[src/rtl/call_return_ctrl.sv]
// Return-address-stack master: turns CALL/RET requests into push/pop strobes and PC loads.
// CALL loads the PC 1 cycle after accept, RET 2 cycles after; instr_ready is low while busy and forever after a fault.
module call_return_ctrl #(
    parameter int ADDR_W     = 32,
    parameter int DEPTH      = 8,
    parameter int RET_OFFSET = 1
) (
    input  logic              clk,
    input  logic              reset,
    input  logic              instr_valid,
    output logic              instr_ready,
    input  logic              is_call,
    input  logic              is_ret,
    input  logic [ADDR_W-1:0] pc_in,
    input  logic [ADDR_W-1:0] target,
    output logic              stack_push,
    output logic [ADDR_W-1:0] stack_wdata,
    output logic              stack_pop,
    input  logic [ADDR_W-1:0] stack_rdata,
    output logic              pc_load,
    output logic [ADDR_W-1:0] pc_next,
    output logic              fault,
    output logic [1:0]        fault_code
);

    localparam int DEPTH_W = $clog2(DEPTH + 1);

    typedef enum logic [2:0] {IDLE, CALL, RPOP, RWAIT, FAULT} state_t;

    state_t              state, stateNext;
    logic [DEPTH_W-1:0]  depth;
    logic [1:0]          codeNext;
    logic [ADDR_W-1:0]   pcNextReg;
    logic                handshake;

    assign instr_ready = (state == IDLE);
    assign handshake   = instr_valid & instr_ready;

    always_comb begin
        stateNext = state;
        codeNext  = fault_code;
        case (state)
            IDLE: begin
                if (handshake) begin
                    if (is_call && is_ret) begin
                        stateNext = FAULT;
                        codeNext  = 2'b11;
                    end else if (is_call) begin
                        if (depth == DEPTH_W'(DEPTH)) begin
                            stateNext = FAULT;
                            codeNext  = 2'b01;
                        end else begin
                            stateNext = CALL;
                        end
                    end else if (is_ret) begin
                        if (depth == '0) begin
                            stateNext = FAULT;
                            codeNext  = 2'b10;
                        end else begin
                            stateNext = RPOP;
                        end
                    end
                end
            end
            CALL:    stateNext = IDLE;
            RPOP:    stateNext = RWAIT;
            RWAIT:   stateNext = IDLE;
            FAULT:   stateNext = FAULT;
            default: stateNext = IDLE;
        endcase
    end

    // Strobes are registered off the next state so they line up exactly with CALL/RPOP/RWAIT/FAULT.
    always_ff @(posedge clk) begin
        if (reset) begin
            state       <= IDLE;
            depth       <= '0;
            stack_push  <= 1'b0;
            stack_pop   <= 1'b0;
            pc_load     <= 1'b0;
            fault       <= 1'b0;
            fault_code  <= 2'b00;
            stack_wdata <= '0;
            pcNextReg   <= '0;
        end else begin
            state      <= stateNext;
            fault_code <= codeNext;
            stack_push <= (stateNext == CALL);
            stack_pop  <= (stateNext == RPOP);
            pc_load    <= (stateNext == CALL) || (stateNext == RWAIT);
            fault      <= (stateNext == FAULT);
            if (state == CALL) begin
                depth <= depth + 1'b1;
            end else if (state == RPOP) begin
                depth <= depth - 1'b1;
            end
            if (handshake && is_call && !is_ret) begin
                stack_wdata <= pc_in + ADDR_W'(RET_OFFSET);
                pcNextReg   <= target;
            end else if (state == RWAIT) begin
                pcNextReg <= stack_rdata;
            end
        end
    end

    // Stack read data only arrives in RWAIT, so it is forwarded straight to pc_next there.
    assign pc_next = (state == RWAIT) ? stack_rdata : pcNextReg;

endmodule

[config.mk]
export PLATFORM = sky130hd
export DESIGN_NAME = call_return_ctrl
export DESIGN_NICKNAME = d
export VERILOG_FILES = /design/src/rtl/call_return_ctrl.sv
export SDC_FILE = /design/constraint.sdc
export NUM_CORES = 1
export LEC_CHECK = 0
export BUFFER_PORTS_ARGS = -buffer_cell sky130_fd_sc_hd__buf_2
export CAP_MARGIN = 20
export CORE_ASPECT_RATIO = 1.1
export CORE_UTILIZATION = 43
export DETAILED_ROUTE_END_ITERATION = 8
export PLACE_DENSITY = 0.85
export SLEW_MARGIN = 15
export SYNTH_ARGS = -nofsm -noshare
export SYNTH_HDL_FRONTEND = slang
export SYNTH_SLANG_ARGS = --single-unit
[constraint.sdc]
create_clock -name clk -period 2.3 [get_ports clk]
set_input_delay 0.23 -clock clk [delete_from_list [all_inputs] [get_ports clk]]
set_output_delay 0.23 -clock clk [all_outputs]
set_load 0.02 [all_outputs]
==> impl_metrics.toml, run 1 <==
[layout]
stdcell_area_um2 = 5010
layout_common_cells = "buf_2 (171), nor2_1 (101), dfxtp_1 (77), nor3_1 (38), mux2_2 (33)"
nNetsFinal = 723
final_common_cell = "buf_2"
final_cells = 734
flow.area_growth_from_synthesis_pct = 31.4
utilization_pct = 58.9
antenna_cells = 0
drive_gt1_share_pct = 38.0

[floorplanning]
die_h_um = 101
num_io_pins = 172
die_x_um = 91.7
core-area_um2 = 8500
rows = 35
start_util_pct = 44.8
dieArea_um2 = 9240

[sta]
rsz0062_at_grt = "false"
finalClockSkew_ps = 9.75
period_minus_slack_ps = 2150
post-route-period-util_pct = 93.6
finalHoldViolCount = 0
slew_headroom_pct = 63.5
slew_violations = 0
finalSetupTns_ps = 0
max_freq_mhz = 464
max_slew.worst_pin.slew_ps = 540
final-setup-viol-count = 0

[clocking]
cts.hold.buffers_added = 0
cts_tree = "done"
cts.sinks = 77
htreeDepth = 3
ctsResizeCount = 0
clk_root_buffer_cell = "clkbuf_8"
cts_made_buffers = 9
clock_latency_ps = 340
cts.clk_slew.worst_paths_ps = 80
clockBufferDepth = 2

[drt]
drcViolationCount = 0
routed_via_density = 5.39
drt-initial-drc-count = 122
vias = 3954
ant_nets = 0
wirelength_mm = 10.3
avgRoutedWirePerCell_um = 14.0
firstDrtPassIters = 4

[worst_setup_path]
crit_required_ps = 2540
worstPathMaxFanout = 7
cp-end-kind = "register"
path_class = "register to register"
cp.arrival_ps = 2390
startpoint_type = "register"

[power]
pwr-share-seq_pct = 46.7
combPwrFrac_pct = 19.8
leakagePower_uw = 0.00223
peakVddDrop_mv = 0.334
intPower_uw = 2180
swShare_pct = 30.0
power.density_nw_per_um2 = 621
clkPwrFrac_pct = 33.6
power.switching_uw = 932

[global_routing]
antenna_found_initial = 0
first_global_vias = 3648
grt_max_degree = 93
track_usage_pct = 21.8
grt_pass1_wl_mm = 16.4
gr-total-overflow = 0

[placement]
port_buffers = 171
dpl_cell_area_um2 = 4790
dpl.hpwl_mm = 7.70
gp_congestion = 0.878
place_inst = 717

[run]
drv_cap = 0

[status]
status = "complete, no violations"

[logic_synthesis]
synth_fp_nets = 559
synth.avg_cell_area_um2 = 8.39
seq_area_frac_synth_pct = 40.5
yosys_warnings = 0
ys_seq_elements = 77
synthesis.area_um2 = 3810
yosysUniqueCellTypes = 44
synth_cells = 454

[min_path]
hold_class = "input pin to register"
[routing by layer]
metal / wire length [µm] / track usage [%] / vias up
met3: 757 / 5.73 / 12
li1: - / - / 1965
met2: 5300 / 41.6 / 180
met4: 88 / 5.77 / 0
met5: 0 / 0 / -
met1: 4150 / 23.9 / 1797
[kinds of logic (layout without fill, tap and decap cells)]
| kind of cell | after synthesis | in the layout | synth area share [%] |
|---|---|---|---|
| xor gates and xnor gates | 18 | 18 | 4.14 |
| and+or+nand+nor | 222 | 222 | 28.2 |
| adders and majority gates | 4 | 4 | 1.51 |
| DFF | 77 | 77 | 40.5 |
| AOI/OAI and AO/OA | 58 | 58 | 11.0 |
| buffers and inverters | 39 | 208 | 4.14 |
| muxes | 36 | 36 | 10.5 |
[metrics by stage]
step	power [µW]	hold slack [ps]	worst slack, ps
after floorplan	1840	326	91.2
after global placement	2070	463	200
after detailed placement	2090	473	144
after CTS	3130	109	60.6
after global routing	3280	132	29.2
final	3110	126	147
[area by class of cell]
cell class | instances | area [µm²]
fill | 761 | 3490
multi-input combinational | 338 | 2110
sequential | 77 | 1540
timing repair buffer | 184 | 978
tap | 111 | 139
clock buffer | 9 | 124
clock inverter | 7 | 82.6
inverter | 8 | 30.0
[Yosys cell counts, drive strengths merged]
cell type / n / share of area, %
nor2b: 1 / 0.16
ha: 3 / 0.99
o21a: 1 / 0.20
a31oi: 2 / 0.33
nand3b: 1 / 0.20
nand2: 15 / 1.5
o221ai: 1 / 0.23
fa: 1 / 0.53
nand2b: 2 / 0.33
buf: 5 / 0.79
or4b: 1 / 0.26
or3: 10 / 1.6
clkbuf: 26 / 2.6
a21boi: 1 / 0.20
nand4: 7 / 1.1
inv: 8 / 0.79
a32o: 1 / 0.26
and3: 3 / 0.49
a21oi: 4 / 0.53
a21o: 1 / 0.20
a311oi: 14 / 3.2
nor3: 39 / 5.3
nor3b: 2 / 0.39
nor2: 101 / 10
nor4: 14 / 2.3
xor2: 4 / 0.92
mux2: 33 / 9.8
o31ai: 4 / 0.79
o41ai: 1 / 0.23
and3b: 1 / 0.23
xnor2: 14 / 3.2
and4b: 1 / 0.26
and4: 3 / 0.69
dfxtp: 77 / 40
mux2i: 3 / 0.79
o21ai: 10 / 1.3
a211oi: 18 / 3.5
nand3: 13 / 1.7
and2: 1 / 0.16
or4: 7 / 1.5
[sequential cells by signal, summed over array words and instances, names as in the netlist]
register / flops
stack_pop: 1
fault_code: 2
stack_push: 1
stack_wdata: 32
pcNextReg: 32
state: 3
depth: 4
pc_load: 1
fault: 1
[critical path, stage by stage, from the launching register on]
cell and delay, ps:
dfxtp_1 390, or3_1 470, ha_1 300, a21o_1 170
a21oi_1 170, mux2i_1 210, mux2_2 340
[path summary, 6_finish.rpt]
check	start	to	slack, ps	cells after the start
setup / recovery	state[2]	depth[3]	150	6
hold / removal	pc_in[0]	stack_wdata[0]	130	2
setup reg to reg	state[2]	depth[3]	150	6
hold reg to reg	stack_wdata[1]	stack_wdata[1]	480	2
[power by group through the flow]
stage | clock network, µW | registers [µW] | logic, µW
after floorplan | 0 | 1520 | 314
after global placement | 0 | 1480 | 593
after detailed placement | 0 | 1480 | 612
after CTS | 1070 | 1450 | 616
after global routing | 1140 | 1460 | 673
final | 1040 | 1450 | 615
[repair_timing]
item                                    CTS  global route
endpoints found under the setup margin    0            26
setup buffers                             0             1
hold endpoints to repair                  0             0
No activity file was read; power rests on OpenSTA's default activity.
==> run 2: changes to the inputs <==
--- a/config.mk
+++ b/config.mk
@@ -8,9 +8,10 @@
 export BUFFER_PORTS_ARGS = -buffer_cell sky130_fd_sc_hd__buf_2
 export CAP_MARGIN = 20
 export CORE_ASPECT_RATIO = 1.1
-export CORE_UTILIZATION = 43
+export CORE_UTILIZATION = 30
 export DETAILED_ROUTE_END_ITERATION = 8
-export PLACE_DENSITY = 0.85
+export PLACE_DENSITY = 0.65
+export SETUP_SLACK_MARGIN = 0.4
 export SLEW_MARGIN = 15
 export SYNTH_ARGS = -nofsm -noshare
 export SYNTH_HDL_FRONTEND = slang
==> run 2 against run 1 <==
Effect of this change: die area grew 42%; total power increased by 19%; sequential power is essentially flat; combinational power is 11% higher; routed wire length rose by 13%; first-iteration DRC count rose by 45%; cell count is 7.5% higher; clock power rose by 51%; count of clock-buffer cells in the layout increased by 4; hold slack improved by 31 ps; design area increased by 13%; setup slack better by 180 ps.
==> impl_metrics.toml, run 2 (same netlist as run 1, synthesis figures left out) <==
[floorplanning]
die_x_um = 109
dieArea_um2 = 13200
rows = 42
num_io_pins = 172
die_h_um = 120
start_util_pct = 31.2
core-area_um2 = 12200

[drt]
wirelength_mm = 11.6
routed_via_density = 5.03
vias = 3970
avgRoutedWirePerCell_um = 14.7
drt-initial-drc-count = 177
drcViolationCount = 0
ant_nets = 0
firstDrtPassIters = 4

[power]
power.density_nw_per_um2 = 654
leakagePower_uw = 0.00253
peakVddDrop_mv = 0.261

[run]
drv_cap = 0

[global_routing]
first_global_vias = 3719
grt_max_degree = 56
track_usage_pct = 16.9
grt_pass1_wl_mm = 17.3
antenna_found_initial = 0
gr-total-overflow = 0

[sta]
slew_headroom_pct = 64.4
hold_ws_ps = 157
finalSetupTns_ps = 0
slew_violations = 0
final-setup-viol-count = 0
max_freq_mhz = 507
finalHoldViolCount = 0
rsz0062_at_grt = "true"
max_slew.worst_pin.slew_ps = 526
period_minus_slack_ps = 1970
post-route-period-util_pct = 85.8
finalClockSkew_ps = 5.39

[layout]
fill_cells = 1163
register_area_um2 = 1550
drive_gt1_share_pct = 39.8
flow.area_growth_from_synthesis_pct = 48.9
layout_common_cells = "buf_2 (141), nor2_1 (101), dfxtp_1 (74), nor3_1 (38), buf_6 (34)"
antenna_cells = 0
top_regs = "pcNextReg x32, stack_wdata x32, depth x4"
multi_input_area_um2 = 2240
nNetsFinal = 735
final_common_cell = "buf_2"

[placement]
port_buffers = 171
gp_congestion = 0.875
dpl.hpwl_mm = 7.90

[clocking]
clockBufferDepth = 2
htreeDepth = 3
cts_tree = "done"
cts_made_buffers = 9
cts.clk_slew.worst_paths_ps = 60
cts.sinks = 77
clk_root_buffer_cell = "clkbuf_16"
clock_latency_ps = 330
cts.hold.buffers_added = 0

[min_path]
hold_class = "input pin to register"

[worst_setup_path]
cp.arrival_ps = 1740
slowest_delay_ps = 340
path_cells = "buf_6 > nand3b_1 > buf_6 > clkbuf_16 > mux2_2 > buf_2"
worstPathMaxFanout = 8
path_class = "register to output pin"
crit_buf_inv = 4
cp-end-kind = "output pin"
crit_family = "buffers and inverters"
crit_top_cell = "buf_6"
startpoint_type = "register"
crit_required_ps = 2070
crit_slowest_cell = "mux2_2"

[status]
status = "complete, no violations"
## run 2: final timing paths
kind,from,end,slack [ps],depth (start not counted)
worst max-delay path,state[1],pc_next[16],330,6
worst min-delay path,pc_in[0],stack_wdata[0],160,2
worst max register to register,state[0],depth[3],340,7
worst min register to register,stack_wdata[1],stack_wdata[1],460,2
## run 2: per-stage QoR
| step | setup slack, ps | cells | cell area (µm²) | utilization (%) | power (µW) |
|---|---|---|---|---|---|
| after detailed placement | 197 | 763 | 4880 | 40.0 | 2100 |
| after CTS | 347 | 787 | 5420 | 44.4 | 3700 |
| final | 326 | 789 | 5670 | 46.5 | 3710 |
| after global placement | 232 | 763 | 4880 | 40.0 | 2080 |
| after global routing | 262 | 789 | 5670 | 46.5 | 3890 |
| after floorplan | 266 | 454 | 3840 | - | 1840 |
## run 2: metal layers
metal	wire length (µm)	GRT usage (%)	part of all wire (%)
met3	630	3.77	5.4
met4	187	6.67	1.6
met5	0	0	0
met1	4790	18.7	41
met2	5990	30.6	52
## run 2: timing repair
item,in CTS,in global routing
pin swaps,1,0
buffers inserted,6,1
setup endpoints to repair,35,45
resized for setup,37,65
cloned,2,1
## run 2: final cells by class
type	count	share of cell area [%]
tap	154	3.40
multi-input combinational	338	39.6
sequential	77	27.3
inverter	8	0.529
clock buffer	13	4.59
timing repair buffer	196	23.4
clock inverter	3	1.19
## run 2: report_power, final
part / total [µW] / internal (µW) / switching (µW)
combinational: 685 / 313 / 371
clock: 1570 / 1010 / 556
sequential: 1460 / 1420 / 41.7
